File: src/rtl/vga_pkg.sv
// vga_pkg: 640x480@60 VGA timing, 160x120 framebuffer geometry and shared colour codes
package vga_pkg;

    localparam int H_VISIBLE = 640;
    localparam int H_FP      = 16;
    localparam int H_SYNC    = 96;
    localparam int H_BP      = 48;
    localparam int H_TOTAL   = H_VISIBLE + H_FP + H_SYNC + H_BP;

    localparam int V_VISIBLE = 480;
    localparam int V_FP      = 10;
    localparam int V_SYNC    = 2;
    localparam int V_BP      = 33;
    localparam int V_TOTAL   = V_VISIBLE + V_FP + V_SYNC + V_BP;

    localparam int FB_W      = 160;
    localparam int FB_H      = 120;
    localparam int FB_ADDR_W = 15;

    localparam logic [2:0] COLOR_BLACK = 3'b000;
    localparam logic [2:0] COLOR_RED   = 3'b100;
    localparam logic [2:0] COLOR_FLOOR = 3'b101;
    localparam logic [2:0] COLOR_TREE  = 3'b110;
    localparam logic [2:0] COLOR_MAN   = 3'b111;

endpackage

File: src/rtl/vga_timing.sv
// vga_timing: pixel divider, h/v scan counters, raw sync/visible flags and vblank_start strobe
module vga_timing
    import vga_pkg::*;
#(
    parameter int CLK_DIV = 2
) (
    input  logic       clk,
    input  logic       reset_n,
    output logic       pix_en,
    output logic [7:0] x,
    output logic [6:0] y,
    output logic       hs,
    output logic       vs,
    output logic       vis,
    output logic       vblank_start
);

    localparam logic PH_LAST = 1'(CLK_DIV - 1);

    logic       ph;
    logic [9:0] h;
    logic [9:0] v;
    logic       h_last;
    logic       v_last;

    assign h_last = h == 10'(H_TOTAL - 1);
    assign v_last = v == 10'(V_TOTAL - 1);

    // pix_en is registered so it is low in reset and first rises CLK_DIV clks after release
    always_ff @(posedge clk or negedge reset_n) begin
        if (!reset_n) begin
            ph           <= 1'b0;
            pix_en       <= 1'b0;
            h            <= '0;
            v            <= '0;
            vblank_start <= 1'b0;
        end else begin
            ph           <= (ph == PH_LAST) ? 1'b0 : ph + 1'b1;
            pix_en       <= ph == PH_LAST;
            vblank_start <= pix_en && h_last && v == 10'(V_VISIBLE - 1);
            if (pix_en) begin
                h <= h_last ? 10'd0 : h + 10'd1;
                if (h_last)
                    v <= v_last ? 10'd0 : v + 10'd1;
            end
        end
    end

    assign x   = h[9:2];
    assign y   = v[8:2];
    assign hs  = (h >= 10'(H_VISIBLE + H_FP)) && (h < 10'(H_VISIBLE + H_FP + H_SYNC));
    assign vs  = (v >= 10'(V_VISIBLE + V_FP)) && (v < 10'(V_VISIBLE + V_FP + V_SYNC));
    assign vis = (h < 10'(H_VISIBLE)) && (v < 10'(V_VISIBLE));

endmodule

File: src/rtl/vga_scanout.sv
// vga_scanout: framebuffer scan-out to 640x480 VGA with 4x4 replication; SCANOUT_TESTPATTERN_EN selects colour bars
module vga_scanout
    import vga_pkg::*;
#(
    parameter int CLK_DIV = 2
) (
    input  logic                 clk,
    input  logic                 reset_n,
    output logic [FB_ADDR_W-1:0] fb_addr,
    input  logic [2:0]           fb_rdata,
    output logic [7:0]           vga_r,
    output logic [7:0]           vga_g,
    output logic [7:0]           vga_b,
    output logic                 vga_hs_n,
    output logic                 vga_vs_n,
    output logic                 vga_blank_n,
    output logic                 vga_pix_en,
    output logic                 vblank_start
);

    logic       pix_en;
    logic       hs;
    logic       vs;
    logic       vis;
    logic       hs_d;
    logic       vs_d;
    logic       vis_d;
    logic [7:0] x;
    logic [6:0] y;
    logic [2:0] src;
    logic [2:0] rgb;

    vga_timing #(.CLK_DIV(CLK_DIV)) u_timing (
        .clk          (clk),
        .reset_n      (reset_n),
        .pix_en       (pix_en),
        .x            (x),
        .y            (y),
        .hs           (hs),
        .vs           (vs),
        .vis          (vis),
        .vblank_start (vblank_start)
    );

`ifdef SCANOUT_TESTPATTERN_EN
    logic [7:0] x_d;

    // column travels with the stage-1 flags so the bar index lines up with blanking
    always_ff @(posedge clk or negedge reset_n) begin
        if (!reset_n)
            x_d <= '0;
        else if (pix_en)
            x_d <= x;
    end

    assign src = 3'(x_d / 8'd20);
`else
    assign src = fb_rdata;
`endif

    // stage 1: issue the RAM address (y*160 + x) and delay the raw flags to match the read
    always_ff @(posedge clk or negedge reset_n) begin
        if (!reset_n) begin
            fb_addr <= '0;
            hs_d    <= 1'b0;
            vs_d    <= 1'b0;
            vis_d   <= 1'b0;
        end else if (pix_en) begin
            hs_d  <= hs;
            vs_d  <= vs;
            vis_d <= vis;
            if (vis)
                fb_addr <= {1'b0, y, 7'b0} + {3'b0, y, 5'b0} + {7'b0, x};
        end
    end

    // stage 2: capture colour and drive sync/blank, all aligned to the same pixel
    always_ff @(posedge clk or negedge reset_n) begin
        if (!reset_n) begin
            rgb         <= '0;
            vga_hs_n    <= 1'b1;
            vga_vs_n    <= 1'b1;
            vga_blank_n <= 1'b0;
        end else if (pix_en) begin
            rgb         <= vis_d ? src : 3'b000;
            vga_hs_n    <= ~hs_d;
            vga_vs_n    <= ~vs_d;
            vga_blank_n <= vis_d;
        end
    end

    assign vga_r      = {8{rgb[2]}};
    assign vga_g      = {8{rgb[1]}};
    assign vga_b      = {8{rgb[0]}};
    assign vga_pix_en = pix_en;

endmodule

File: config.mk
export PLATFORM = sky130hd
export DESIGN_NAME = vga_scanout
export DESIGN_NICKNAME = d
export VERILOG_FILES = /design/src/rtl/vga_pkg.sv /design/src/rtl/vga_timing.sv /design/src/rtl/vga_scanout.sv
export SDC_FILE = /design/constraint.sdc
export NUM_CORES = 1
export LEC_CHECK = 0
export CAP_MARGIN = 0
export CORE_UTILIZATION = 45
export CTS_CLUSTER_DIAMETER = 200
export DETAILED_ROUTE_END_ITERATION = 10
export GPL_TIMING_DRIVEN = 0
export PLACE_DENSITY = 0.73
export SETUP_SLACK_MARGIN = 0.4
export SYNTH_ARGS = -nofsm -noshare
export SYNTH_HDL_FRONTEND = slang
export SYNTH_SLANG_ARGS = --single-unit
File: constraint.sdc
create_clock -name clk -period 2.2 [get_ports clk]
set_input_delay 0.22 -clock clk [delete_from_list [all_inputs] [get_ports clk]]
set_output_delay 0.22 -clock clk [all_outputs]
set_load 0.01 [all_outputs]
==> results.cfg, run 1 <==
[outcome]
status = complete, no violations

[floorplanning]
die_h_um = 79.1
dieWidth_um = 79.1
num_io_pins = 49
die_area_um2 = 6260
core_area_um2 = 5610
start_util_pct = 47.7
rows = 27

[worst_setup_path]
cp_slowest_cell = fa_2
path_common_cell = fa_2
cp.required_ns = 2.43
cp_top_family = adder cells
cp-startpoint = u_timing.v[2]
critPathBufInv = 1
end_kind = register
startpoint_type = register
path_cells = inv_4, fa_2, fa_2, nor2b_2, o31a_1, o21a_1, o211ai_1
reg2reg_setup_slack_ns = 0.08
slowest_delay_ns = 0.60
cp_max_fo = 4
crit_type = register to register
regToRegStartpoint = u_timing.v[2]
critPathArrivalTime_ns = 2.34

[synthesis]
synth.largest_area_cell = dfrtp_1
yosysMostFrequentCell = dfrtp_1
yosys.area.top_type_share_pct = 42.1
synthMuxAreaShare_pct = 2.43
netlist_area_um2 = 2680
yosysWarnings = 0
yosys.area_share.simple_pct = 18.1
yosys_register_bits = 47
ys.flop_type = dfrtp_1
synthTopCellsByArea = dfrtp_1 42%, ha_1 7.9%, buf_4 6.2%
synth_cell_type_count = 45
synthArstFlopShare_pct = 100
synth_top_family_by_area = simple AND/OR/NAND/NOR gates
synth_nets = 304
synth_compound_area_share_pct = 10.2
synth_seq_area_share_pct = 44.0
synth_cells = 280
yosys-top-cells-count = 45 x dfrtp_1, 40 x nand2_1, 24 x inv_1
synth_area_per_cell_um2 = 9.56
yosys.area_share.adder_pct = 9.44
synth_xor_area_share_pct = 4.25
synth-edff-count = 0

[detailed_routing]
wl_per_cell_um = 13.9
route.detailed.drc = 0
num_vias = 2210
ant_nets = 0
drt-pass1-iter-count = 4
viasPerCell = 5.16
totalWireLength_um = 5970
drt_iter0_markers = 100

[timing]
fmax_ghz = 0.473
tightest_slew_ns = 0.674
setup_tns_ns = 0
drv_slew = 0
max_slew_margin_pct = 54.8
fin_worst_skew_ns = 0.00430
period_needed_ns = 2.12
setup_viol = 0
finalCritPeriodShare_pct = 96.2
rsz0062_at_grt = yes
timing.final.hold_violations = 0

[clocking]
clk_pin_slew_ns = 0.09
cts_buffers = 5
cts_sinks = 47
cts_tree = yes
htreeDepth = 2
clock_latency_ns = 0.30
cts_max_path_buffers = 2
cts_root_buf = clkbuf_8

[final_layout]
fin_util_pct = 67.0
final.fill_count = 436
finalNonFillerCells = 428
drive_above_1_share_pct = 28.7
layout.nets = 379
area_delta_synth_final_pct = 40.5
insertedDiodeCount = 0

[place]
place.gp.congestion = 0.794
dp_hpwl_um = 3960
placed_cells = 401
io_buffers = 48

[global_route]
grt_pass1_vias = 2157
grt_overflow = 0
grt_max_degree = 30
globalRouteTotalUtil_pct = 19.4
antenna_found_initial = 0
grt_pass1_wl_um = 9540

[power_and_ir_drop]
p_total_w = 0.00174
peakVddDrop_v = 0.000313
p_per_area_nw_per_um2 = 463
power_leakage_nw = 1.63

[hold_path]
min_path_type = input port to asynchronous set/reset pin

[flow_run]
cap_violations = 0
-- stage by stage --
step / cell area (um^2) / worst slack, ns / hold slack (ns)
6_report: 3760 / 0.0837 / 0.387
5_1_grt: 3760 / -0.0150 / 0.416
4_1_cts: 3630 / 0.147 / 0.393
3_5_place_dp: 3320 / 0.0161 / 0.191
3_3_place_gp: 3300 / -0.377 / 0.363
2_1_floorplan: 2730 / 0.199 / -0.0756
-- logic make-up (layout without fill, tap and decap cells) --
family / count (synthesis) / after routing
compound gates: 44 / 44
fa+ha+maj: 19 / 19
xor+xnor: 13 / 13
flops: 47 / 47
buf+inv: 55 / 131
mux: 6 / 6
simple gates: 96 / 96
-- cell usage in the layout (no fill, tap or decap), types with 3 or more instances in the layout --
cell type        synthesis  final
nand3_1                 10      9
o21a_1                   4      4
nor4_1                   4      3
nand4_1                 11     11
nor2_1                   9      9
clkdlybuf4s50_1          0     47
and3_1                   3      3
dfrtp_2                  0      8
dfrtp_1                 45     37
xor2_1                   5      5
buf_4                   22     41
clkbuf_8                 0      7
ha_4                     0      5
ha_1                    17     11
inv_1                   24     19
xnor2_1                  8      8
o21ai_1                  0      4
nor3_2                   0      3
nand2_1                 40     40
mux2_2                   4      4
a21oi_1                  8      6
inv_2                    0      4
o21ai_0                 19     15
clkbuf_1                 5      3
-- layout make-up --
class	instances	area [um^2]	share of cell area [%]
plain buffers	31	243	6.46
clock buffers	6	72.6	1.93
clock inverters	2	60.1	1.60
inverters	24	92.6	2.46
multi-input cells	178	1370	36.5
flip-flops and latches	47	1190	31.6
well taps	72	90.1	2.40
repair buffers	68	641	17.0
-- layer usage --
metal | up-vias | share of wire, % | wire (um) | track usage, %
met4 | 0 | 1.0 | 62 | 5.64
met5 | - | 0 | 0 | 0
met2 | 60 | 50 | 2960 | 32.8
met1 | 1061 | 44 | 2650 | 24.5
met3 | 6 | 4.9 | 292 | 4.71
li1 | 1083 | - | - | -
-- state kept, by name, indices dropped and copies added (netlist names) --
signal,count
fb_addr,15
u_timing.h,10
u_timing.v,10
rgb,3
hs_d,1
u_timing.ph,1
u_timing.pix_en,1
u_timing.vblank_start,1
vga_blank_n,1
vga_hs_n,1
vga_vs_n,1
vis_d,1
vs_d,1
-- report_power, final --
| group | internal (W) | total (W) | switching (W) |
|---|---|---|---|
| sequential | 0.000866 | 0.000872 | 0.00000630 |
| clock | 0.000454 | 0.000755 | 0.000301 |
| combinational | 0.0000704 | 0.000113 | 0.0000424 |
-- worst paths after layout --
path / end / cells past startpoint
max: fb_addr[12] / 7
min: u_timing.v[9] / 2
max reg2reg: fb_addr[12] / 7
min reg2reg: u_timing.pix_en / 0
max in group asynchronous: u_timing.h[4] / 3
min in group clk: u_timing.pix_en / 0
-- timing repair --
item,CTS,global route
pin swaps,10,16
hold buffers,1,0
hold endpoints to repair,16,0
endpoints found under the setup margin,26,24
setup buffers,14,4
resized for setup,22,23
(Power assumes the default switching activity.)
==> inputs of run 2 (changes only) <==
--- a/config.mk
+++ b/config.mk
@@ -7,11 +7,13 @@
 export LEC_CHECK = 0
 export CAP_MARGIN = 0
 export CORE_UTILIZATION = 45
+export CTS_BUF_LIST = sky130_fd_sc_hd__clkbuf_2 sky130_fd_sc_hd__clkbuf_4 sky130_fd_sc_hd__clkbuf_8
 export CTS_CLUSTER_DIAMETER = 200
 export DETAILED_ROUTE_END_ITERATION = 10
 export GPL_TIMING_DRIVEN = 0
 export PLACE_DENSITY = 0.73
 export SETUP_SLACK_MARGIN = 0.4
+export SKIP_CTS_REPAIR_TIMING = 1
 export SYNTH_ARGS = -nofsm -noshare
 export SYNTH_HDL_FRONTEND = slang
 export SYNTH_SLANG_ARGS = --single-unit
==> run 2 against run 1 <==
Net effect:
- cell area hardly changed
- critical path depth is 1 higher
- combinational power hardly changed
- largest cell class unchanged
- flip-flop and latch count stayed put
- setup slack worse by 0.014 ns
==> results.cfg, run 2 (synthesis results as in run 1) <==
[clocking]
clock_latency_ns = 0.30
htreeDepth = 2
clk_pin_slew_ns = 0.09
cts_max_path_buffers = 2
cts_sinks = 47
cts_tree = yes
cts_root_buf = clkbuf_8
cts_buffers = 5

[place]
dp_hpwl_um = 3960
io_buffers = 48
dpl_cell_area_um2 = 3320
place.gp.congestion = 0.794

[timing]
fmax_ghz = 0.469
finalCritPeriodShare_pct = 96.8
period_needed_ns = 2.13
drv_slew = 0
timing.final.hold_violations = 0
setup_viol = 0
setup_tns_ns = 0
tightest_slew_ns = 0.620
fin_worst_skew_ns = 0.00411
rsz0062_at_grt = yes
max_slew_margin_pct = 58.5

[flow_run]
cap_violations = 0

[global_route]
antenna_found_initial = 0
grt_max_degree = 30
globalRouteTotalUtil_pct = 18.5
grt_pass1_wl_um = 9130
grt_pass1_vias = 2060
grt_overflow = 0

[final_layout]
insertedDiodeCount = 0
reg_top3 = fb_addr: 15 flops, u_timing.h: 10 flops, u_timing.v: 10 flops
final.fill_count = 433
layout_commonest_cell = clkdlybuf4s50_1
largest-register = fb_addr
design_area_um2 = 3760
largest_reg_flops = 15
layout.nets = 380
drive_above_1_share_pct = 29.4
layout_common_cells = 47 x clkdlybuf4s50_1, 42 x buf_4, 40 x nand2_1, 34 x dfrtp_1, 19 x inv_1
area_delta_synth_final_pct = 40.6

[detailed_routing]
wl_met2_um = 2750
totalWireLength_um = 5730
num_vias = 2209
wl_met3_um = 343
viasPerCell = 5.15
route.detailed.drc = 0
drt-pass1-iter-count = 4
drt_iter0_markers = 90
wl_per_cell_um = 13.3
top_layer_used = met4
ant_nets = 0
drt-met1-wl_um = 2570

[power_and_ir_drop]
p_per_area_nw_per_um2 = 464
power_leakage_nw = 1.67
peakVddDrop_v = 0.000311

[worst_setup_path]
startpoint_type = register
cp_max_fo = 4
critPathArrivalTime_ns = 2.35
path_cells = inv_2, fa_2, inv_2, ha_4, nand3_4, a211oi_4, nor3_2, o31ai_1
crit_type = register to register
critPathBufInv = 2
path_common_cell = inv_2
cp.required_ns = 2.42
cp_top_family = adder cells
end_kind = register
slowest_delay_ns = 0.60
cp_slowest_cell = fa_2

[floorplanning]
die_area_um2 = 6260
die_h_um = 79.1
dieWidth_um = 79.1
rows = 27
num_io_pins = 49
start_util_pct = 47.7
core_area_um2 = 5610

[outcome]
status = complete, no violations

[hold_path]
min_path_type = input port to asynchronous set/reset pin
[run 2: layout make-up]
class                      count  area [um^2]  share of cell area [%]
multi-input combinational    178         1350                    35.9
tap                           72         90.1                    2.39
clock buffer                   6         76.3                    2.03
inverter                      24         90.1                    2.39
buffer                        31          238                    6.32
clock inverter                 2         60.1                    1.60
timing repair buffer          69          666                    17.7
sequential                    47         1190                    31.7
[run 2: final timing paths]
check / start / end / slack, ns / cells after the start
setup / recovery: u_timing.h[9] / fb_addr[13] / 0.07 / 8
hold / removal: reset_n / u_timing.v[9] / 0.39 / 2
setup reg to reg: u_timing.h[9] / fb_addr[13] / 0.07 / 8
hold reg to reg: u_timing.ph / u_timing.pix_en / 0.39 / 0
max in group asynchronous: reset_n / u_timing.h[4] / 1.31 / 3
min in group clk: u_timing.ph / u_timing.pix_en / 0.39 / 0
[run 2: where the power goes]
part           switching (W)  internal (W)  total [W]
Sequential        0.00000631      0.000866   0.000872
Combinational      0.0000423     0.0000704   0.000113
Clock               0.000293      0.000467   0.000760
Total               0.000342       0.00140    0.00174
[run 2: routing by layer]
metal	vias up	track usage, %
met1	1050	23.5
met2	69	30.3
met4	0	6.18
li1	1085	-
met3	5	5.06
met5	-	0
[run 2: metrics by stage]
| step | std cells | hold WS, ns | setup slack, ns | util (%) | power, W |
|---|---|---|---|---|---|
| floorplan | 280 | -0.0756 | 0.199 | - | 0.000930 |
| global placement | 400 | 0.363 | -0.377 | 58.9 | 0.000998 |
| detailed placement | 401 | 0.191 | 0.0161 | 59.1 | 0.00100 |
| CTS | 409 | -0.141 | -0.00614 | 61.6 | 0.00176 |
| global route | 429 | 0.415 | -0.0568 | 67.1 | 0.00181 |
| finish | 429 | 0.390 | 0.0695 | 67.1 | 0.00174 |
==> inputs of run 3 (changes only) <==
--- a/config.mk
+++ b/config.mk
@@ -11,7 +11,7 @@
 export CTS_CLUSTER_DIAMETER = 200
 export DETAILED_ROUTE_END_ITERATION = 10
 export GPL_TIMING_DRIVEN = 0
-export PLACE_DENSITY = 0.73
+export PLACE_DENSITY = 0.7
 export SETUP_SLACK_MARGIN = 0.4
 export SKIP_CTS_REPAIR_TIMING = 1
 export SYNTH_ARGS = -nofsm -noshare
==> constraint.sdc (replaced) <==
create_clock -name clk -period 2.65 [get_ports clk]
set_input_delay 0.265 -clock clk [delete_from_list [all_inputs] [get_ports clk]]
set_output_delay 0.265 -clock clk [all_outputs]
set_load 0.01 [all_outputs]
==> run 3 against run 2 <==
Net effect:
- sequential power decreased by 17%
- flip-flop and latch count unchanged
- largest cell class unchanged
- clock power decreased by 17%
- total power decreased by 17%
- cell area decreased by 6.4%
- register-to-register slack improved by 0.39 ns
- core utilization decreased by 4.3 points
- final cell count decreased by 2.8%
- first-iteration DRC count decreased by 17%
- hold slack got worse by 0.0056 ns
- non-clock buffer count decreased by 12
- highest routed layer unchanged
==> results.cfg, run 3 (synthesis results as in run 1) <==
[place]
io_buffers = 48
place.gp.congestion = 0.823
dp_hpwl_um = 3930

[timing]
max_slew_margin_pct = 51.7
fin_worst_skew_ns = 0.00537
fmax_ghz = 0.457
period_needed_ns = 2.19
rsz0062_at_grt = yes
finalCritPeriodShare_pct = 82.6
fin_hold_ws_ns = 0.384
setup_viol = 0
setup_tns_ns = 0
drv_slew = 0
tightest_slew_ns = 0.721
timing.final.hold_violations = 0

[worst_setup_path]
end_kind = register
reg2reg_setup_slack_ns = 0.46
cp_max_fo = 5
crit_type = register to register
startpoint_type = register
critPathArrivalTime_ns = 2.37
cp.required_ns = 2.83

[final_layout]
drive_above_1_share_pct = 21.2
fin_util_pct = 62.8
largest-register = fb_addr
insertedDiodeCount = 0
largest_reg_flops = 15
area_delta_synth_final_pct = 31.6
reg_top3 = fb_addr: 15 flops, u_timing.h: 10 flops, u_timing.v: 10 flops
layout_common_cells = 47 x clkdlybuf4s50_1, 41 x dfrtp_1, 40 x nand2_1, 28 x buf_4, 21 x inv_1
layout.nets = 368
layout_commonest_cell = clkdlybuf4s50_1

[detailed_routing]
totalWireLength_um = 5770
route.detailed.drc = 0
drt_iter0_markers = 75
wl_per_cell_um = 13.8
drt-pass1-iter-count = 4
ant_nets = 0
num_vias = 2125
viasPerCell = 5.10

[clocking]
cts_tree = yes
cts_root_buf = clkbuf_8
htreeDepth = 2
clock_latency_ns = 0.30
cts_max_path_buffers = 2
clk_pin_slew_ns = 0.09
cts_buffers = 5
cts_sinks = 47

[global_route]
grt_overflow = 0
antenna_found_initial = 0
grt_max_degree = 32
globalRouteTotalUtil_pct = 19.0
grt_pass1_wl_um = 9300
grt_pass1_vias = 1992

[hold_path]
min_path_type = register to register

[flow_run]
cap_violations = 0

[power_and_ir_drop]
p_per_area_nw_per_um2 = 411
power_leakage_nw = 1.57
peakVddDrop_v = 0.000220

[floorplanning]
die_h_um = 79.1
core_area_um2 = 5610
num_io_pins = 49
start_util_pct = 47.7
rows = 27
dieWidth_um = 79.1
die_area_um2 = 6260

[outcome]
status = complete, no violations
[run 3: layout make-up]
cell class	count	area, um^2
clock buffer	6	76.3
fill	496	2090
buffer	31	216
clock inverter	2	60.1
timing repair buffer	57	562
sequential	47	1180
inverter	24	90.1
tap	72	90.1
multi-input combinational	178	1240
[run 3: path summary, 6_finish.rpt]
path,from,to,cells after the start
max,u_timing.v[2],fb_addr[12],9
min,u_timing.ph,u_timing.pix_en,0
max reg2reg,u_timing.v[2],fb_addr[12],9
min reg2reg,u_timing.ph,u_timing.pix_en,0
max in group asynchronous,reset_n,vga_hs_n,3
min in group asynchronous,reset_n,u_timing.v[5],2
[run 3: routing by layer]
| metal | GRT usage, % | share of wire [%] |
|---|---|---|
| met1 | 26.5 | 47 |
| met2 | 28.6 | 46 |
| met3 | 3.45 | 4.2 |
| met4 | 8.36 | 2.7 |
| met5 | 0 | 0 |
[run 3: where the power goes]
| part | leakage (nW) | internal [W] | switching (W) |
|---|---|---|---|
| clock | 0.0688 | 0.000387 | 0.000240 |
| sequential | 0.601 | 0.000719 | 0.00000520 |
| combinational | 0.904 | 0.0000584 | 0.0000360 |
| total | 1.57 | 0.00116 | 0.000281 |
[run 3: stage by stage]
step	area [um^2]	instances	total power, W	setup WS (ns)
after global placement	3250	400	0.000829	0.000212
after floorplan	2680	280	0.000772	0.525
final	3520	417	0.00145	0.460
after CTS	3400	409	0.00146	0.269
after global routing	3520	417	0.00150	0.294
after detailed placement	3260	401	0.000834	0.293
[run 3: critical path, cell delays in order (launching register included)]
cell,delay [ns]
dfrtp_1,0.44
buf_6,0.13
ha_2,0.16
ha_2,0.19
inv_1,0.08
fa_2,0.41
nor2b_2,0.16
o31a_1,0.27
o21a_1,0.16
o211ai_1,0.09
